<file path="config.mk">
export PLATFORM = sky130hd
export DESIGN_NAME = imem_boot_fetch_ctrl_flat
export DESIGN_NICKNAME = d
export VERILOG_FILES = /design/src/rtl/imem_boot_fetch_ctrl_pkg.sv /design/src/rtl/imem_boot_fetch_ctrl_if.sv /design/src/rtl/imem_boot_fetch_ctrl_pc_gen.sv /design/src/rtl/imem_boot_fetch_ctrl.sv /design/src/flat_wrapper.sv
export SDC_FILE = /design/constraint.sdc
export NUM_CORES = 1
export LEC_CHECK = 0
export BUFFER_PORTS_ARGS = -buffer_cell sky130_fd_sc_hd__buf_4
export CAP_MARGIN = 5
export CELL_PAD_IN_SITES_DETAIL_PLACEMENT = 1
export CELL_PAD_IN_SITES_GLOBAL_PLACEMENT = 1
export CORE_MARGIN = 2
export CORE_UTILIZATION = 32
export DETAILED_ROUTE_END_ITERATION = 8
export PLACE_DENSITY_LB_ADDON = 0.05
export SYNTH_ARGS = -nofsm -noshare
export SYNTH_HDL_FRONTEND = slang
export SYNTH_SLANG_ARGS = --single-unit
</file>
<file path="constraint.sdc">
create_clock -name clk -period 3 [get_ports clk]
set_input_delay 0.3 -clock clk [delete_from_list [all_inputs] [get_ports clk]]
set_output_delay 0.3 -clock clk [all_outputs]
set_load 0.01 [all_outputs]
</file>
<file path="src/rtl/imem_boot_fetch_ctrl_pkg.sv">
// Shared types and constants for the instruction-memory boot/fetch sequencer.
package imem_ctrl_pkg;

  localparam int unsigned WORD_BYTES       = 4;
  localparam logic [31:0] SENTINEL_DEFAULT = 32'hFFFF_FFFF;

  typedef enum logic [1:0] {
    IDLE = 2'd0,
    LOAD = 2'd1,
    RUN  = 2'd2,
    HALT = 2'd3
  } state_t;

  typedef enum logic [1:0] {
    FLT_NONE  = 2'b00,
    FLT_OVF   = 2'b01,
    FLT_MISAL = 2'b10,
    FLT_RANGE = 2'b11
  } fault_t;

endpackage

</file>
<file path="src/rtl/imem_boot_fetch_ctrl_if.sv">
// Load stream, imem port and core fetch signals of the boot/fetch sequencer.
interface imem_boot_fetch_ctrl_if;
  logic        boot_start;
  logic        run_start;
  logic        ld_valid;
  logic        ld_ready;
  logic [31:0] ld_data;
  logic        ld_last;
  logic        imem_we;
  logic [31:0] imem_waddr;
  logic [31:0] imem_wdata;
  logic [31:0] imem_raddr;
  logic [31:0] imem_rdata;
  logic        stall;
  logic        redirect;
  logic [31:0] redirect_pc;
  logic [31:0] pc;
  logic [31:0] instr;
  logic        instr_valid;
  logic        halted;
  logic [1:0]  fault;

  modport master (
    input  boot_start, run_start, ld_valid, ld_data, ld_last, imem_rdata,
           stall, redirect, redirect_pc,
    output ld_ready, imem_we, imem_waddr, imem_wdata, imem_raddr,
           pc, instr, instr_valid, halted, fault
  );

  modport slave (
    output boot_start, run_start, ld_valid, ld_data, ld_last, imem_rdata,
           stall, redirect, redirect_pc,
    input  ld_ready, imem_we, imem_waddr, imem_wdata, imem_raddr,
           pc, instr, instr_valid, halted, fault
  );
endinterface

</file>
<file path="src/rtl/imem_boot_fetch_ctrl_pc_gen.sv">
// Fetch PC register with hold/+4/redirect selection and alignment/range checks.
module imem_pc_gen
  import imem_ctrl_pkg::*;
#(
  parameter int unsigned DEPTH_WORDS = 32,
  parameter logic [31:0] RESET_PC    = 32'h0
) (
  input  logic        clk,
  input  logic        rst_n,
  input  logic        pc_init,
  input  logic        step_en,
  input  logic        stall,
  input  logic        redirect,
  input  logic [31:0] redirect_pc,
  output logic [31:0] pc,
  output logic        misal,
  output logic        range_err
);

  localparam logic [31:0] LIMIT = 32'(DEPTH_WORDS * WORD_BYTES);

  logic [31:0] pc_q, pc_d, next_pc;

  // Checks are unqualified by state; the FSM decides whether they matter.
  always_comb begin
    next_pc   = redirect ? redirect_pc : pc_q + 32'(WORD_BYTES);
    misal     = ~stall & redirect & (redirect_pc[1:0] != 2'b00);
    range_err = ~stall & ~misal & (next_pc >= LIMIT);
    pc_d      = pc_q;
    if (pc_init) begin
      pc_d = RESET_PC;
    end else if (step_en & ~stall & ~misal & ~range_err) begin
      pc_d = next_pc;
    end
  end

  always_ff @(posedge clk or negedge rst_n) begin
    if (!rst_n) pc_q <= RESET_PC;
    else        pc_q <= pc_d;
  end

  assign pc = pc_q;

endmodule

</file>
<file path="src/rtl/imem_boot_fetch_ctrl.sv">
// Boot loader / fetch sequencer for the byte-organised imem of the single-cycle core.
// state | meaning
// IDLE  | after reset, waiting for boot_start or run_start
// LOAD  | accepting image words, writing imem little-endian
// RUN   | fetching from imem at pc
// HALT  | sentinel fetched or fault raised; waiting for a restart
module imem_boot_fetch_ctrl
  import imem_ctrl_pkg::*;
#(
  parameter int unsigned DEPTH_WORDS = 32,
  parameter logic [31:0] RESET_PC    = 32'h0,
  parameter logic [31:0] SENTINEL    = SENTINEL_DEFAULT
) (
  input  logic                  clk,
  input  logic                  rst_n,
  imem_boot_fetch_ctrl_if.master bus
);

  state_t      state_q, state_d;
  fault_t      fault_q, fault_d;
  logic [31:0] wr_ptr_q, wr_ptr_d;

  logic        pc_init, step_en, misal, range_err, sentinel;
  logic        ld_ready, imem_we, instr_valid;
  logic [31:0] pc;

  imem_pc_gen #(
    .DEPTH_WORDS (DEPTH_WORDS),
    .RESET_PC    (RESET_PC)
  ) u_pc_gen (
    .clk         (clk),
    .rst_n       (rst_n),
    .pc_init     (pc_init),
    .step_en     (step_en),
    .stall       (bus.stall),
    .redirect    (bus.redirect),
    .redirect_pc (bus.redirect_pc),
    .pc          (pc),
    .misal       (misal),
    .range_err   (range_err)
  );

  assign sentinel = (bus.imem_rdata == SENTINEL);

  always_comb begin
    state_d     = state_q;
    fault_d     = fault_q;
    wr_ptr_d    = wr_ptr_q;
    pc_init     = 1'b0;
    step_en     = 1'b0;
    ld_ready    = 1'b0;
    imem_we     = 1'b0;
    instr_valid = 1'b0;
    unique case (state_q)
      IDLE, HALT: begin
        if (bus.boot_start) begin
          state_d  = LOAD;
          wr_ptr_d = '0;
          fault_d  = FLT_NONE;
        end else if (bus.run_start) begin
          state_d = RUN;
          pc_init = 1'b1;
          fault_d = FLT_NONE;
        end
      end
      LOAD: begin
        ld_ready = 1'b1;
        if (bus.ld_valid) begin
          imem_we  = 1'b1;
          wr_ptr_d = wr_ptr_q + 32'd1;
          // ld_last on the final slot is a legal full image, not an overflow
          if (bus.ld_last) begin
            state_d = RUN;
            pc_init = 1'b1;
          end else if (wr_ptr_q == 32'(DEPTH_WORDS - 1)) begin
            state_d = HALT;
            fault_d = FLT_OVF;
          end
        end
      end
      RUN: begin
        instr_valid = ~sentinel;
        if (sentinel) begin
          state_d = HALT;
        end else begin
          step_en = 1'b1;
          if (misal) begin
            state_d = HALT;
            fault_d = FLT_MISAL;
          end else if (range_err) begin
            state_d = HALT;
            fault_d = FLT_RANGE;
          end
        end
      end
      default: state_d = IDLE;
    endcase
  end

  always_ff @(posedge clk or negedge rst_n) begin
    if (!rst_n) begin
      state_q  <= IDLE;
      fault_q  <= FLT_NONE;
      wr_ptr_q <= '0;
    end else begin
      state_q  <= state_d;
      fault_q  <= fault_d;
      wr_ptr_q <= wr_ptr_d;
    end
  end

  assign bus.ld_ready    = ld_ready;
  assign bus.imem_we     = imem_we;
  assign bus.imem_waddr  = wr_ptr_q << 2;
  assign bus.imem_wdata  = bus.ld_data;
  assign bus.imem_raddr  = pc;
  assign bus.pc          = pc;
  assign bus.instr       = bus.imem_rdata;
  assign bus.instr_valid = instr_valid;
  assign bus.halted      = (state_q == HALT);
  assign bus.fault       = fault_q;

endmodule

</file>
<file path="src/flat_wrapper.sv">
// flat-port wrapper written by rule: the top's interface ports become plain ports
module imem_boot_fetch_ctrl_flat import imem_ctrl_pkg::*;
#(
  parameter int unsigned DEPTH_WORDS = 32,
  parameter logic [31:0] RESET_PC    = 32'h0,
  parameter logic [31:0] SENTINEL    = SENTINEL_DEFAULT
)
  (clk, rst_n, bus_boot_start, bus_run_start, bus_ld_valid, bus_ld_data, bus_ld_last, bus_imem_rdata, bus_stall, bus_redirect, bus_redirect_pc, bus_ld_ready, bus_imem_we, bus_imem_waddr, bus_imem_wdata, bus_imem_raddr, bus_pc, bus_instr, bus_instr_valid, bus_halted, bus_fault);
  imem_boot_fetch_ctrl_if bus_i ();
  input  logic clk;
  input  logic rst_n;
  input wire logic [$bits(bus_i.boot_start)-1:0] bus_boot_start;
  input wire logic [$bits(bus_i.run_start)-1:0] bus_run_start;
  input wire logic [$bits(bus_i.ld_valid)-1:0] bus_ld_valid;
  input wire logic [$bits(bus_i.ld_data)-1:0] bus_ld_data;
  input wire logic [$bits(bus_i.ld_last)-1:0] bus_ld_last;
  input wire logic [$bits(bus_i.imem_rdata)-1:0] bus_imem_rdata;
  input wire logic [$bits(bus_i.stall)-1:0] bus_stall;
  input wire logic [$bits(bus_i.redirect)-1:0] bus_redirect;
  input wire logic [$bits(bus_i.redirect_pc)-1:0] bus_redirect_pc;
  output wire logic [$bits(bus_i.ld_ready)-1:0] bus_ld_ready;
  output wire logic [$bits(bus_i.imem_we)-1:0] bus_imem_we;
  output wire logic [$bits(bus_i.imem_waddr)-1:0] bus_imem_waddr;
  output wire logic [$bits(bus_i.imem_wdata)-1:0] bus_imem_wdata;
  output wire logic [$bits(bus_i.imem_raddr)-1:0] bus_imem_raddr;
  output wire logic [$bits(bus_i.pc)-1:0] bus_pc;
  output wire logic [$bits(bus_i.instr)-1:0] bus_instr;
  output wire logic [$bits(bus_i.instr_valid)-1:0] bus_instr_valid;
  output wire logic [$bits(bus_i.halted)-1:0] bus_halted;
  output wire logic [$bits(bus_i.fault)-1:0] bus_fault;
  assign bus_i.boot_start = bus_boot_start;
  assign bus_i.run_start = bus_run_start;
  assign bus_i.ld_valid = bus_ld_valid;
  assign bus_i.ld_data = bus_ld_data;
  assign bus_i.ld_last = bus_ld_last;
  assign bus_i.imem_rdata = bus_imem_rdata;
  assign bus_i.stall = bus_stall;
  assign bus_i.redirect = bus_redirect;
  assign bus_i.redirect_pc = bus_redirect_pc;
  assign bus_ld_ready = bus_i.ld_ready;
  assign bus_imem_we = bus_i.imem_we;
  assign bus_imem_waddr = bus_i.imem_waddr;
  assign bus_imem_wdata = bus_i.imem_wdata;
  assign bus_imem_raddr = bus_i.imem_raddr;
  assign bus_pc = bus_i.pc;
  assign bus_instr = bus_i.instr;
  assign bus_instr_valid = bus_i.instr_valid;
  assign bus_halted = bus_i.halted;
  assign bus_fault = bus_i.fault;
  imem_boot_fetch_ctrl #(.DEPTH_WORDS(DEPTH_WORDS), .RESET_PC(RESET_PC), .SENTINEL(SENTINEL)) u_core (.clk(clk), .rst_n(rst_n), .bus(bus_i));
endmodule
</file>
# Word-level counts from Yosys, hierarchy flattened
# Cells that the tools add are included.
[classes] add_sub_neg=2 n_lt_le_gt_ge=1 n_eq_ne=14 n_mux=34 bitwise=11 reduce_logical=8
[op_table] op="32-bit two-way mux" n=5
[op_table] op="32-bit case mux with 2 select lines" n=1
[op_table] op="32-bit by 1-bit adder with 32-bit output, second input constant" n=1
[op_table] op="32-bit by 3-bit adder with 32-bit output, second input constant" n=1
[op_table] op="32-bit equality test, second input constant" n=1
[op_table] op="32-bit by 5-bit equality test with 1-bit output, second input constant" n=1
[op_table] op="32-bit by 8-bit greater-or-equal comparator with 1-bit output, second input constant" n=1
[op_table] op="2-bit two-way mux" n=15
[op_table] op="2-bit case mux with 3 select lines" n=2
[op_table] op="1-bit two-way mux" n=10
[op_table] op="2-bit != test, second input constant" n=4
[op_table] op="1-bit AND" n=7
[op_table] op="6-bit AND reduction" n=1
[op_table] op="2-bit nonzero test" n=3
[op_table] op="2-bit equality test, second input constant" n=2
[op_table] op="4-bit by 1-bit != test with 1-bit output, second input constant" n=1
[op_table] op="1-bit NOT" n=4
[op_table] op="4-bit AND reduction" n=1
[op_table] op="3-bit by 1-bit != test with 1-bit output, second input constant" n=1
[op_table] op="3-bit by 2-bit != test with 1-bit output, second input constant" n=1
[op_table] op="3-bit != test, second input constant" n=1
[op_table] op="3-bit AND reduction" n=1
[op_table] op="2-bit by 1-bit equality test with 1-bit output, second input constant" n=1
[op_table] op="2-bit zero test" n=1
[op_table] op="other kinds (3)" n=3
[totals] regBits=68 out_inout_bits=166

# Logic depth before layout (Yosys ltp)
[logic_depth] depth_word=10 depth_mapped=12

# Modules after synthesis
# A second synthesis with hierarchy kept.
[hier_totals] cells_unflattened=597 hier_area_um2=5232.5
[modules_own_cells] mod="imem_boot_fetch_ctrl" instances=1 cells_per_inst=366 area_each_um2=3079.2 seq_area_each_um2=900.9
[modules_own_cells] mod="imem_pc_gen" instances=1 cells_per_inst=231 area_each_um2=2153.3 seq_area_each_um2=800.8

# Worst setup path after synthesis
# No wires, ideal clock.
[synth_timing] kind="reg-to-reg" startpoint="register u_core.state_q[1]" endpoint="register u_core.wr_ptr_q[29]" arrival_time_ps=2553 setup_slack_ps=315 path_stages_with_launch=11 path_buffers=0 synth_period_minus_slack_ps=2685 path_cell_list="dfrtp_1 > inv_1 > ha_1 > and2_1 > a21oi_1 > nor4_2 > nand2_1 > nor4_2 > nand3_1 > xor2_1 > nor2_1"
[synth_between] elab_chain_cells=4 elab_cells_between_ends=9 classes_between="eq/ne: 4; mux: 1; reduce/logical: 4"
[synth_lines] element="start: declaration" line="imem_boot_fetch_ctrl.sv:19" text="state_t state_q, state_d;"
[synth_lines] element="start signal: assignment" line="imem_boot_fetch_ctrl.sv:106" text="state_q <= state_d;"
[synth_lines] element="2-bit equality test or 2-bit zero test (tied branches)" line="imem_boot_fetch_ctrl.sv:54" text="unique case (state_q)"
[synth_lines] element="2-bit OR reduction" line="imem_boot_fetch_ctrl.sv:54"
[synth_lines] element="2-bit != test (no source line) or 2-bit nonzero test (tied branches)"
[synth_lines] element="3-bit AND reduction (no source line)"
[synth_lines] element="end signal: assignment" line="imem_boot_fetch_ctrl.sv:108" text="wr_ptr_q <= wr_ptr_d;"
[synth_lines] element="end: declaration" line="imem_boot_fetch_ctrl.sv:21" text="logic [31:0] wr_ptr_q, wr_ptr_d;"
# Several ways; a longest one is shown, not always the timed one.
# A chain may end at the register's enable or synchronous reset.

# Final worst setup path
[layout_timing] startpoint="register u_core.u_pc_gen.pc_q[15] (netlist: u_core.u_pc_gen.pc[15])" endpoint="register u_core.fault_q[0] (netlist: u_core.bus.fault[0])"
[layout_between] elab_chain_cells=6
[layout_lines] element="start: declaration" line="imem_boot_fetch_ctrl_pc_gen.sv:22" text="logic [31:0] pc_q, pc_d, next_pc;"
[layout_lines] element="start signal: assignment" line="imem_boot_fetch_ctrl_pc_gen.sv:39" text="else pc_q <= pc_d;"
[layout_lines] element="32-bit by 3-bit adder with 32-bit output" line="imem_boot_fetch_ctrl_pc_gen.sv:26" text="next_pc = redirect ? redirect_pc : pc_q + 32'(WORD_BYTES);"
[layout_lines] element="32-bit two-way mux" line="imem_boot_fetch_ctrl_pc_gen.sv:26"
[layout_lines] element="32-bit by 8-bit greater-or-equal comparator with 1-bit output" line="imem_boot_fetch_ctrl_pc_gen.sv:28" text="range_err = ~stall & ~misal & (next_pc >= LIMIT);"
[layout_lines] element="1-bit AND" line="imem_boot_fetch_ctrl_pc_gen.sv:28"
[layout_lines] element="3-bit by 1-bit != test with 1-bit output (no source line)"
[layout_lines] element="6-bit AND reduction (no source line)"
[layout_lines] element="end signal: assignment" line="imem_boot_fetch_ctrl.sv:107" text="fault_q <= fault_d;"
[layout_lines] element="end: declaration" line="imem_boot_fetch_ctrl.sv:20" text="fault_t fault_q, fault_d;"
# No other way between the ends.

==> flow_summary.json <==
{
  "rows": 46,
  "dieArea_um2": 16940,
  "syn_area_per_cell_um2": 8.585,
  "route.vias.total": 4615,
  "synth.distinct_cells": 57,
  "ir_drop_mv": 0.3067,
  "slew_headroom_pct": 38.97,
  "run_status": "complete, no violations",
  "whs_ns": 0.05513,
  "start_util_pct": 32.40,
  "gp_congestion": 0.8569,
  "antenna_left": 0,
  "nets": 810,
  "synth_area_leaders": "dfrtp_1, buf_4, and2_1",
  "dieWidth_um": 130.1,
  "p_per_area_nw_per_um2": 514.4,
  "crit_type": "reg -> reg",
  "ys_warn_count": 0,
  "antenna_found_initial": 0,
  "syn_inst": 593,
  "cts_setup_buffers": 0,
  "tritoncts": "built",
  "drv_slew": 0,
  "crit_path_end_kind": "register",
  "min_period_over_period_pct": 94.05,
  "port_buffers": 203,
  "final_common_cell": "buf_4",
  "drc": 0,
  "chipHeight_um": 130.1,
  "grt_max_degree": 69,
  "worst_pin_slew_ns": 0.9155,
  "drtPass1Iterations": 4,
  "clk_latency_ns": 0.34,
  "core-area_um2": 15710,
  "synthToLayoutAreaGrowth_pct": 27.13,
  "cts_root_buf": "clkbuf_16",
  "reg2reg_depth": 9,
  "clkSinkCount": 68,
  "holdCritPathClass": "in -> async",
  "wl_per_cell_um": 17.34,
  "setup_violations": 0,
  "vias_per_cell": 5.011,
  "critPathLaunchType": "register",
  "yosysTopAreaCell": "dfrtp_1",
  "grt_setup_unrepaired": "no",
  "synth_edf_count": 0,
  "switchingPower_uw": 1102,
  "mostFrequentLayoutCells": "buf_4, dfrtp_1, nor2_1",
  "p_clk_share_pct": 35.3,
  "layout-drive-gt1-share_pct": 37.73,
  "diodes": 0,
  "intPower_uw": 2227,
  "clk_pin_slew_ns": 0.06,
  "ys_seq_elements": 68,
  "hold_violations": 0,
  "synth_top_area_share_pct": 33.42,
  "grt_pass1_vias": 4829,
  "netlist_area_um2": 5091,
  "clock_path_buffers": 2,
  "fmax_mhz": 354.4,
  "swShare_pct": 33.10,
  "critPathRequiredTime_ns": 3.23,
  "overflow": 0,
  "grtUsageTotal_pct": 19.03,
  "first_iter_violations": 170,
  "clock_skew_ns": 0.008302,
  "comb_power_share_pct": 33.1,
  "drv_cap": 0,
  "cts_hold_buf": 0,
  "total_power_uw": 3329,
  "routed_wl_um": 15970,
  "arrival_ns": 3.05,
  "post_cts_resized": 0,
  "post-route-min-period_ns": 2.822,
  "fin_setup_tns_ns": 0,
  "cts_htree_levels": 3,
  "p_leak_uw": 0.003096,
  "ys_async_sr_fraction_pct": 100.0,
  "ys_seq_area_share_pct": 33.42,
  "cts_made_buffers": 9,
  "io_pins": 270,
  "ys.flop_type": "dfrtp_1",
  "grt_pass1_wl_um": 25060,
  "worstPathMaxFanout": 9,
  "dpl.hpwl_um": 12460,
  "sequentialPowerShare_pct": 31.6
}
cell usage after synthesis, types with 2 or more instances:
| cell type | number |
|---|---|
| a31oi_1 | 6 |
| ha_1 | 5 |
| inv_1 | 10 |
| mux2i_1 | 6 |
| clkbuf_1 | 9 |
| o221ai_1 | 2 |
| buf_4 | 130 |
| nor4_2 | 2 |
| a211o_1 | 4 |
| or4_1 | 2 |
| a31o_2 | 2 |
| nor4b_1 | 6 |
| nor3_1 | 13 |
| o21ai_0 | 12 |
| o31a_1 | 2 |
| nand2b_1 | 2 |
| or3_1 | 4 |
| nor2b_1 | 6 |
| o31ai_1 | 3 |
| o21bai_1 | 2 |
| nand3_1 | 28 |
| a21oi_1 | 16 |
| a311o_1 | 3 |
| and3_1 | 11 |
| o211ai_1 | 5 |
| nor2_1 | 49 |
| nor4_1 | 17 |
| buf_2 | 2 |
| nand4_1 | 27 |
| and2_1 | 33 |
| xnor2_1 | 15 |
| xor2_1 | 21 |
| and4_1 | 6 |
| nand2_1 | 41 |
| dfrtp_1 | 68 |
| a21o_1 | 2 |
power groups by stage:
stage	Combinational [uW]	Sequential (uW)	Clock (uW)
CTS	1130	1050	1200
detailed placement	1120	1070	0
finish	1100	1050	1180
floorplan	705	1080	0
global route	1220	1060	1240
global placement	1100	1060	0
state kept, by name, summed over array words and instances (netlist names):
signal              count
u_core.u_pc_gen.pc     32
u_core.wr_ptr_q        32
u_core.bus.fault        2
u_core.state_q          2
critical path: stages (launching register included):
cell,delay (ns)
dfrtp_1,0.50
and4_1,0.31
nand4_2,0.22
nor4_1,0.40
xnor2_1,0.10
a31oi_1,0.33
nor3_4,0.10
buf_4,0.18
and2_1,0.20
a311o_1,0.36
metrics by stage:
step / utilization (%) / area (um2) / setup WS [ns] / cells
2_1_floorplan: - / 5095 / 0.3146 / 594
3_3_place_gp: 39.06 / 6137 / 0.1591 / 906
3_5_place_dp: 39.06 / 6137 / 0.1195 / 906
4_1_cts: 41.13 / 6462 / 0.1161 / 921
5_1_grt: 41.19 / 6472 / 0.02566 / 921
6_report: 41.19 / 6472 / 0.1785 / 921
kinds of logic after synthesis:
| group | synth area share (%) |
|---|---|
| flip-flops | 33.42 |
| XOR/XNOR | 6.193 |
| other | 0.07366 |
| AO/OA/AOI/OAI | 9.708 |
| multiplexers | 1.180 |
| AND/OR/NAND/NOR | 27.13 |
| buffers and inverters | 21.06 |
| adder cells (fa/ha/maj) | 1.229 |
per-layer routing:
metal	vias to the layer above	share of wire [%]	routed length (um)	global-route usage [%]
met5	-	0	0	0
met4	0	1.6	250	5.629
met3	24	5.2	823	4.387
met2	138	51	8190	33.88
met1	2268	42	6708	22.89
li1	2185	-	-	-
cell type report:
type / count / area (um2)
Fill cell: 1861 / 9240
Multi-Input combinational cell: 373 / 2330
Timing Repair Buffer: 239 / 1807
Sequential cell: 68 / 1703
Tap cell: 216 / 270.3
Clock buffer: 11 / 252.7
Clock inverter: 4 / 72.57
Inverter: 10 / 37.54
final timing paths:
check,to,slack (ns),from
max,u_core.bus.fault[0],0.18,u_core.u_pc_gen.pc[15]
min,u_core.u_pc_gen.pc[4],0.06,rst_n
max reg2reg,u_core.bus.fault[0],0.18,u_core.u_pc_gen.pc[15]
min reg2reg,u_core.bus.fault[1],0.49,u_core.bus.fault[1]
max in group asynchronous,u_core.u_pc_gen.pc[6],2.31,rst_n
min in group clk,u_core.u_pc_gen.pc[3],0.25,bus_redirect_pc[3]
Power figures use the tool's default switching activity.
